==> config.mk <==
export PLATFORM = sky130hd
export DESIGN_NAME = fwd_hazard_unit
export DESIGN_NICKNAME = d
export VERILOG_FILES = /design/src/rtl/fwd_hazard_unit.sv
export SDC_FILE = /design/constraint.sdc
export NUM_CORES = 1
export LEC_CHECK = 0
export BUFFER_PORTS_ARGS = -buffer_cell sky130_fd_sc_hd__buf_2
export CAP_MARGIN = 20
export CORE_MARGIN = 4
export CORE_UTILIZATION = 40
export DETAILED_ROUTE_END_ITERATION = 8
export PLACE_DENSITY = 0.65
export SKIP_LAST_GASP = 1
export SLEW_MARGIN = 30
export SYNTH_ARGS = -nofsm -noshare
export SYNTH_HDL_FRONTEND = slang
export SYNTH_SLANG_ARGS = --single-unit
export TNS_END_PERCENT = 10
==> constraint.sdc <==
create_clock -name clk -period 3.09 [get_ports clk]
set_clock_uncertainty 0.2 [all_clocks]
set_input_delay 0.309 -clock clk [delete_from_list [all_inputs] [get_ports clk]]
set_output_delay 0.309 -clock clk [all_outputs]
set_load 0.02 [all_outputs]
==> src/rtl/fwd_hazard_unit.sv <==
// Operand-forwarding select and load-use stall generator for the EX stage.
// Optional saturating stall counter enabled by FWD_HAZARD_STALL_COUNT_EN.
module fwd_hazard_unit #(
    parameter int REG_BITS  = 5,
    parameter int CNT_WIDTH = 32
) (
    input  logic                 clk,
    input  logic                 rst_n,
    input  logic                 id_valid,
    input  logic [REG_BITS-1:0]  id_rs,
    input  logic [REG_BITS-1:0]  id_rt,
    input  logic                 id_uses_rt,
    input  logic                 id_reg_write,
    input  logic                 id_mem_to_reg,
    input  logic [REG_BITS-1:0]  id_write_reg,
    input  logic                 flush,
    output logic                 stall,
    output logic [1:0]           forward_a,
    output logic [1:0]           forward_b
`ifdef FWD_HAZARD_STALL_COUNT_EN
    ,
    output logic [CNT_WIDTH-1:0] stall_count
`endif
);

    logic [REG_BITS-1:0] ex_rs;
    logic [REG_BITS-1:0] ex_rt;
    logic [REG_BITS-1:0] ex_dst;
    logic [REG_BITS-1:0] mem_dst;
    logic [REG_BITS-1:0] wb_dst;
    logic                ex_wr;
    logic                ex_load;
    logic                mem_wr;
    logic                wb_wr;

    logic                hit_ex_a;
    logic                hit_ex_b;
    logic                hit_mem_a;
    logic                hit_mem_b;
    logic                load_use;
    logic                bubble;
    logic [1:0]          fwd_a_nxt;
    logic [1:0]          fwd_b_nxt;

    always_comb begin
        hit_ex_a  = ex_wr && (ex_dst == id_rs);
        hit_ex_b  = ex_wr && (ex_dst == id_rt);
        hit_mem_a = mem_wr && (mem_dst == id_rs);
        hit_mem_b = mem_wr && (mem_dst == id_rt);
        load_use  = ex_load && (hit_ex_a || (id_uses_rt && hit_ex_b));
        stall     = id_valid && !flush && load_use;
        bubble    = flush || stall || !id_valid;
    end

    // The EX producer is younger than the MEM one, so it is checked first.
    always_comb begin
        fwd_a_nxt = 2'b00;
        priority case (1'b1)
            bubble:                fwd_a_nxt = 2'b00;
            hit_ex_a && !ex_load:  fwd_a_nxt = 2'b10;
            hit_mem_a:             fwd_a_nxt = 2'b01;
            default:               fwd_a_nxt = 2'b00;
        endcase
    end

    always_comb begin
        fwd_b_nxt = 2'b00;
        priority case (1'b1)
            bubble || !id_uses_rt: fwd_b_nxt = 2'b00;
            hit_ex_b && !ex_load:  fwd_b_nxt = 2'b10;
            hit_mem_b:             fwd_b_nxt = 2'b01;
            default:               fwd_b_nxt = 2'b00;
        endcase
    end

    always_ff @(posedge clk or negedge rst_n) begin
        if (!rst_n) begin
            ex_rs     <= '0;
            ex_rt     <= '0;
            ex_dst    <= '0;
            ex_wr     <= 1'b0;
            ex_load   <= 1'b0;
            mem_dst   <= '0;
            mem_wr    <= 1'b0;
            wb_dst    <= '0;
            wb_wr     <= 1'b0;
            forward_a <= 2'b00;
            forward_b <= 2'b00;
        end else begin
            if (bubble) begin
                ex_wr   <= 1'b0;
                ex_load <= 1'b0;
            end else begin
                ex_rs   <= id_rs;
                ex_rt   <= id_rt;
                ex_dst  <= id_write_reg;
                ex_wr   <= id_reg_write && (id_write_reg != '0);
                ex_load <= id_mem_to_reg;
            end
            mem_dst   <= ex_dst;
            mem_wr    <= ex_wr;
            wb_dst    <= mem_dst;
            wb_wr     <= mem_wr;
            forward_a <= fwd_a_nxt;
            forward_b <= fwd_b_nxt;
        end
    end

`ifdef FWD_HAZARD_STALL_COUNT_EN
    always_ff @(posedge clk or negedge rst_n) begin
        if (!rst_n) begin
            stall_count <= '0;
        end else if (stall && (stall_count != '1)) begin
            stall_count <= stall_count + 1'b1;
        end
    end
`endif

    // Sources and WB state are kept for observability only.
    logic unused_state;
    assign unused_state = ^{ex_rs, ex_rt, wb_dst, wb_wr, (CNT_WIDTH > 0)};

endmodule
==> metrics.log <==
[metrics] drt first-iter violations: 5
[metrics] commonest cells in the synthesized netlist: sky130_fd_sc_hd__dfrtp_1 (17), sky130_fd_sc_hd__xnor2_1 (10), sky130_fd_sc_hd__xor2_1 (10)
[metrics] element type at the critical path start: flip-flop
[metrics] Post-synth ARST share: 1.00
[metrics] Area growth, synth to finish: 22.7%
[metrics] area of the die: ~3000 um2
[metrics] fraction of final layout cells sized beyond drive strength 1: 0.408
[metrics] ANT cells: 0
[metrics] placed inst area: approximately 1000 um2
[metrics] critical path class: reg -> out
[metrics] final hold violation count: 0
[metrics] Gates resized, CTS repair: 0
[metrics] Final Max Tran Viols: 0
[metrics] max cap viols: 0
[metrics] length of the first detailed-routing pass in iterations: 2
[metrics] number of placement rows: 16
[metrics] effective utilization at floorplan: 0.429
[metrics] setup repair after global routing missed its margin: no
[metrics] count of flip-flops with a built-in enable after synthesis: 0
[metrics] HP Class: in -> reg
[metrics] final hold slack: between 20 and 30 ps
[metrics] Seq cells post-synth: 17
[metrics] clock slew at the register clock pins of the worst setup and hold paths: between 100 and 150 ps
[metrics] Max Clock Freq: ~440 MHz
[metrics] synth unique cells: 21
[metrics] number of clock sinks seen by CTS: 17
[metrics] Num CTS Buffers: 3
[metrics] number of nets at the end of the flow: 121
[metrics] post-detailed-route count of antenna-violating nets: 0
[metrics] Total Routed Length: 1.58 mm
[metrics] DR vias/cell: 4.86
[metrics] input/output buffers: 26
[metrics] count of pins on the block boundary: 27
[metrics] critical path capture point type: output port
[metrics] number of warnings reported in the yosys synthesis log: 0
[metrics] Design Power: just under 0.0005 W
[metrics] vias: 607
[metrics] CTS Hold Buffers Added: 1
[metrics] Post-Layout Inst Area: 1040 um2
[metrics] cell area after synthesis: roughly 850 um2
[metrics] insertion delay of the later-clocked pin in the worst-skew pair: 290 ps
[metrics] area of the multi-input gates: 413 um2
[metrics] vias in the first global route: 630
[metrics] power per standard cell area: approximately 460 nW/um2
[metrics] Synth area leader: sky130_fd_sc_hd__dfrtp_1
[metrics] worst voltage drop across the vdd grid: ~300 uV
[metrics] fill cell instance count of the final layout: 183
[metrics] register area: between 400 and 500 um2
[metrics] total routing resource utilization after global routing: 0.128
[metrics] data required time of the worst path: around 2600 ps
[metrics] overall die height: approximately 54 um
[metrics] H-tree depth reported by CTS: 1
[metrics] buffer cell driving the clock tree root: sky130_fd_sc_hd__clkbuf_4
[metrics] total leakage power: about 0.48 nW
[metrics] origin of the worst min-delay path: id_mem_to_reg
[metrics] number of standard cells after synthesis: between 60 and 70
[metrics] weighted congestion at the end of routability-driven global placement: approximately 0.76
[metrics] Net Count, Synth: 90
[metrics] post-CTS setup buffer count: 0
[metrics] minimum period implied by the final worst setup slack: around 2300 ps
[metrics] sequential element share of the synthesized area: 0.501
[metrics] share of the core filled with cells in the final layout: 0.526
[metrics] start of the worst register-to-register path: ex_dst[0]
[metrics] result of the run: complete, no violations
[metrics] worst setup path startpoint: ex_dst[2]
[metrics] number of setup violations in the final report: 0
[metrics] die extent in x: 54.1 um
[metrics] most common cell in the netlist: sky130_fd_sc_hd__dfrtp_1
[metrics] Least-Margin Pin Slew: 352 ps
[metrics] syn_area_per_cell: ~12 um2
[metrics] largest net degree at the start of global routing: 18
[metrics] data arrival time of the worst path: about 1800 ps
[metrics] clock tree from TritonCTS: yes
[metrics] final setup TNS: 0 ps
[metrics] top post-synthesis cells by area: sky130_fd_sc_hd__dfrtp_1 (50%), sky130_fd_sc_hd__xnor2_1 (10%), sky130_fd_sc_hd__xor2_1 (10%)
[metrics] Synth top area share: 0.501
[metrics] worst relative slew slack: 0.759
[metrics] fraction of the cycle the final worst path needs: 0.742
[metrics] top fanout value on the critical path: 5
[metrics] routed wire length per instance: 12.6 um
[metrics] Max clock buf depth: 2
[metrics] number of antenna violations at the first check in global routing: 0
[metrics] core region area: 1980 um2
[metrics] global-route wire length before repair: between 2 and 3 mm
[metrics] commonest register cell after synthesis: sky130_fd_sc_hd__dfrtp_1
[metrics] DPL Wire Length: roughly 1.3 mm
[metrics] total DRC errors in the routed layout: 0
[metrics] aggregate global routing overflow: 0
## cells in the final DEF, fill, tap and decap left out
| cell type | instances |
|---|---|
| sky130_fd_sc_hd__a21oi_1 | 1 |
| sky130_fd_sc_hd__clkbuf_4 | 3 |
| sky130_fd_sc_hd__and2_2 | 1 |
| sky130_fd_sc_hd__o311a_2 | 1 |
| sky130_fd_sc_hd__clkinvlp_4 | 1 |
| sky130_fd_sc_hd__nand4_1 | 2 |
| sky130_fd_sc_hd__and3b_2 | 1 |
| sky130_fd_sc_hd__dfrtp_1 | 17 |
| sky130_fd_sc_hd__buf_2 | 26 |
| sky130_fd_sc_hd__a2111oi_0 | 1 |
| sky130_fd_sc_hd__nand2_1 | 4 |
| sky130_fd_sc_hd__nand3_1 | 2 |
| sky130_fd_sc_hd__or3_1 | 1 |
| sky130_fd_sc_hd__mux2_4 | 5 |
| sky130_fd_sc_hd__nor4_1 | 3 |
| sky130_fd_sc_hd__xnor2_1 | 10 |
| sky130_fd_sc_hd__dlygate4sd3_1 | 1 |
| sky130_fd_sc_hd__a21oi_4 | 1 |
| sky130_fd_sc_hd__nor2b_1 | 1 |
| sky130_fd_sc_hd__o31ai_2 | 1 |
| sky130_fd_sc_hd__nor3_1 | 1 |
| sky130_fd_sc_hd__and3_1 | 1 |
| sky130_fd_sc_hd__xor2_1 | 10 |
| sky130_fd_sc_hd__nor2_1 | 3 |
## stage by stage
stage,cells,setup WS [ps]
after global placement,120,1130
after CTS,125,771
final,125,796
after detailed placement,120,1100
after global routing,125,591
after floorplan,68,1160
## metal layers
| metal | global-route usage | wire length (um) | vias up |
|---|---|---|---|
| li1 | - | - | 297 |
| met1 | 0.118 | 622 | 289 |
| met2 | 0.240 | 811 | 19 |
| met3 | 0.0582 | 121 | 2 |
| met4 | 0.0498 | 21 | 0 |
| met5 | 0 | 0 | - |
## worst max-delay path, stage by stage (launching register included)
cell and delay [ps]:
sky130_fd_sc_hd__dfrtp_1 450, sky130_fd_sc_hd__xor2_1 180, sky130_fd_sc_hd__nor4_1 220, sky130_fd_sc_hd__and3_1 310, sky130_fd_sc_hd__a21oi_1 70, sky130_fd_sc_hd__nor2_1 100, sky130_fd_sc_hd__buf_2 160
## where the power goes
part           internal (W)  switching (W)  leakage, nW
clock             0.0000492      0.0000711       0.0139
sequential         0.000243      0.0000233        0.214
combinational     0.0000559      0.0000411        0.255
total              0.000348       0.000135        0.483
## cell families after synthesis
| group | Yosys count | share of synthesized area |
|---|---|---|
| XOR/XNOR | 20 | 0.206 |
| multiplexers | 5 | 0.0884 |
| AO/OA/AOI/OAI | 5 | 0.0633 |
| AND/OR/NAND/NOR | 20 | 0.128 |
| flip-flops | 17 | 0.501 |
| buffers and inverters | 1 | 0.0133 |
## path summary, 6_finish.rpt
kind | to | slack, ps | cells past startpoint
max in group asynchronous | forward_a[0] | 2160 | 2
min reg2reg | mem_wr | 230 | 0
min | ex_load | 30 | 2
max reg2reg | ex_dst[3] | 1140 | 5
min in group asynchronous | ex_load | 250 | 2
max | stall | 800 | 6
## layout make-up
cell class | count | area share
clock inverters | 1 | 0.00720
flip-flops and latches | 17 | 0.408
well taps | 27 | 0.0324
multi-input cells | 50 | 0.396
clock buffers | 3 | 0.0216
repair buffers | 27 | 0.134
## registers in the layout, indices dropped and copies added (netlist names)
signal	cells
ex_dst	5
mem_dst	5
forward_a	2
forward_b	2
ex_load	1
ex_wr	1
mem_wr	1
Power figures use the tool's default switching activity.
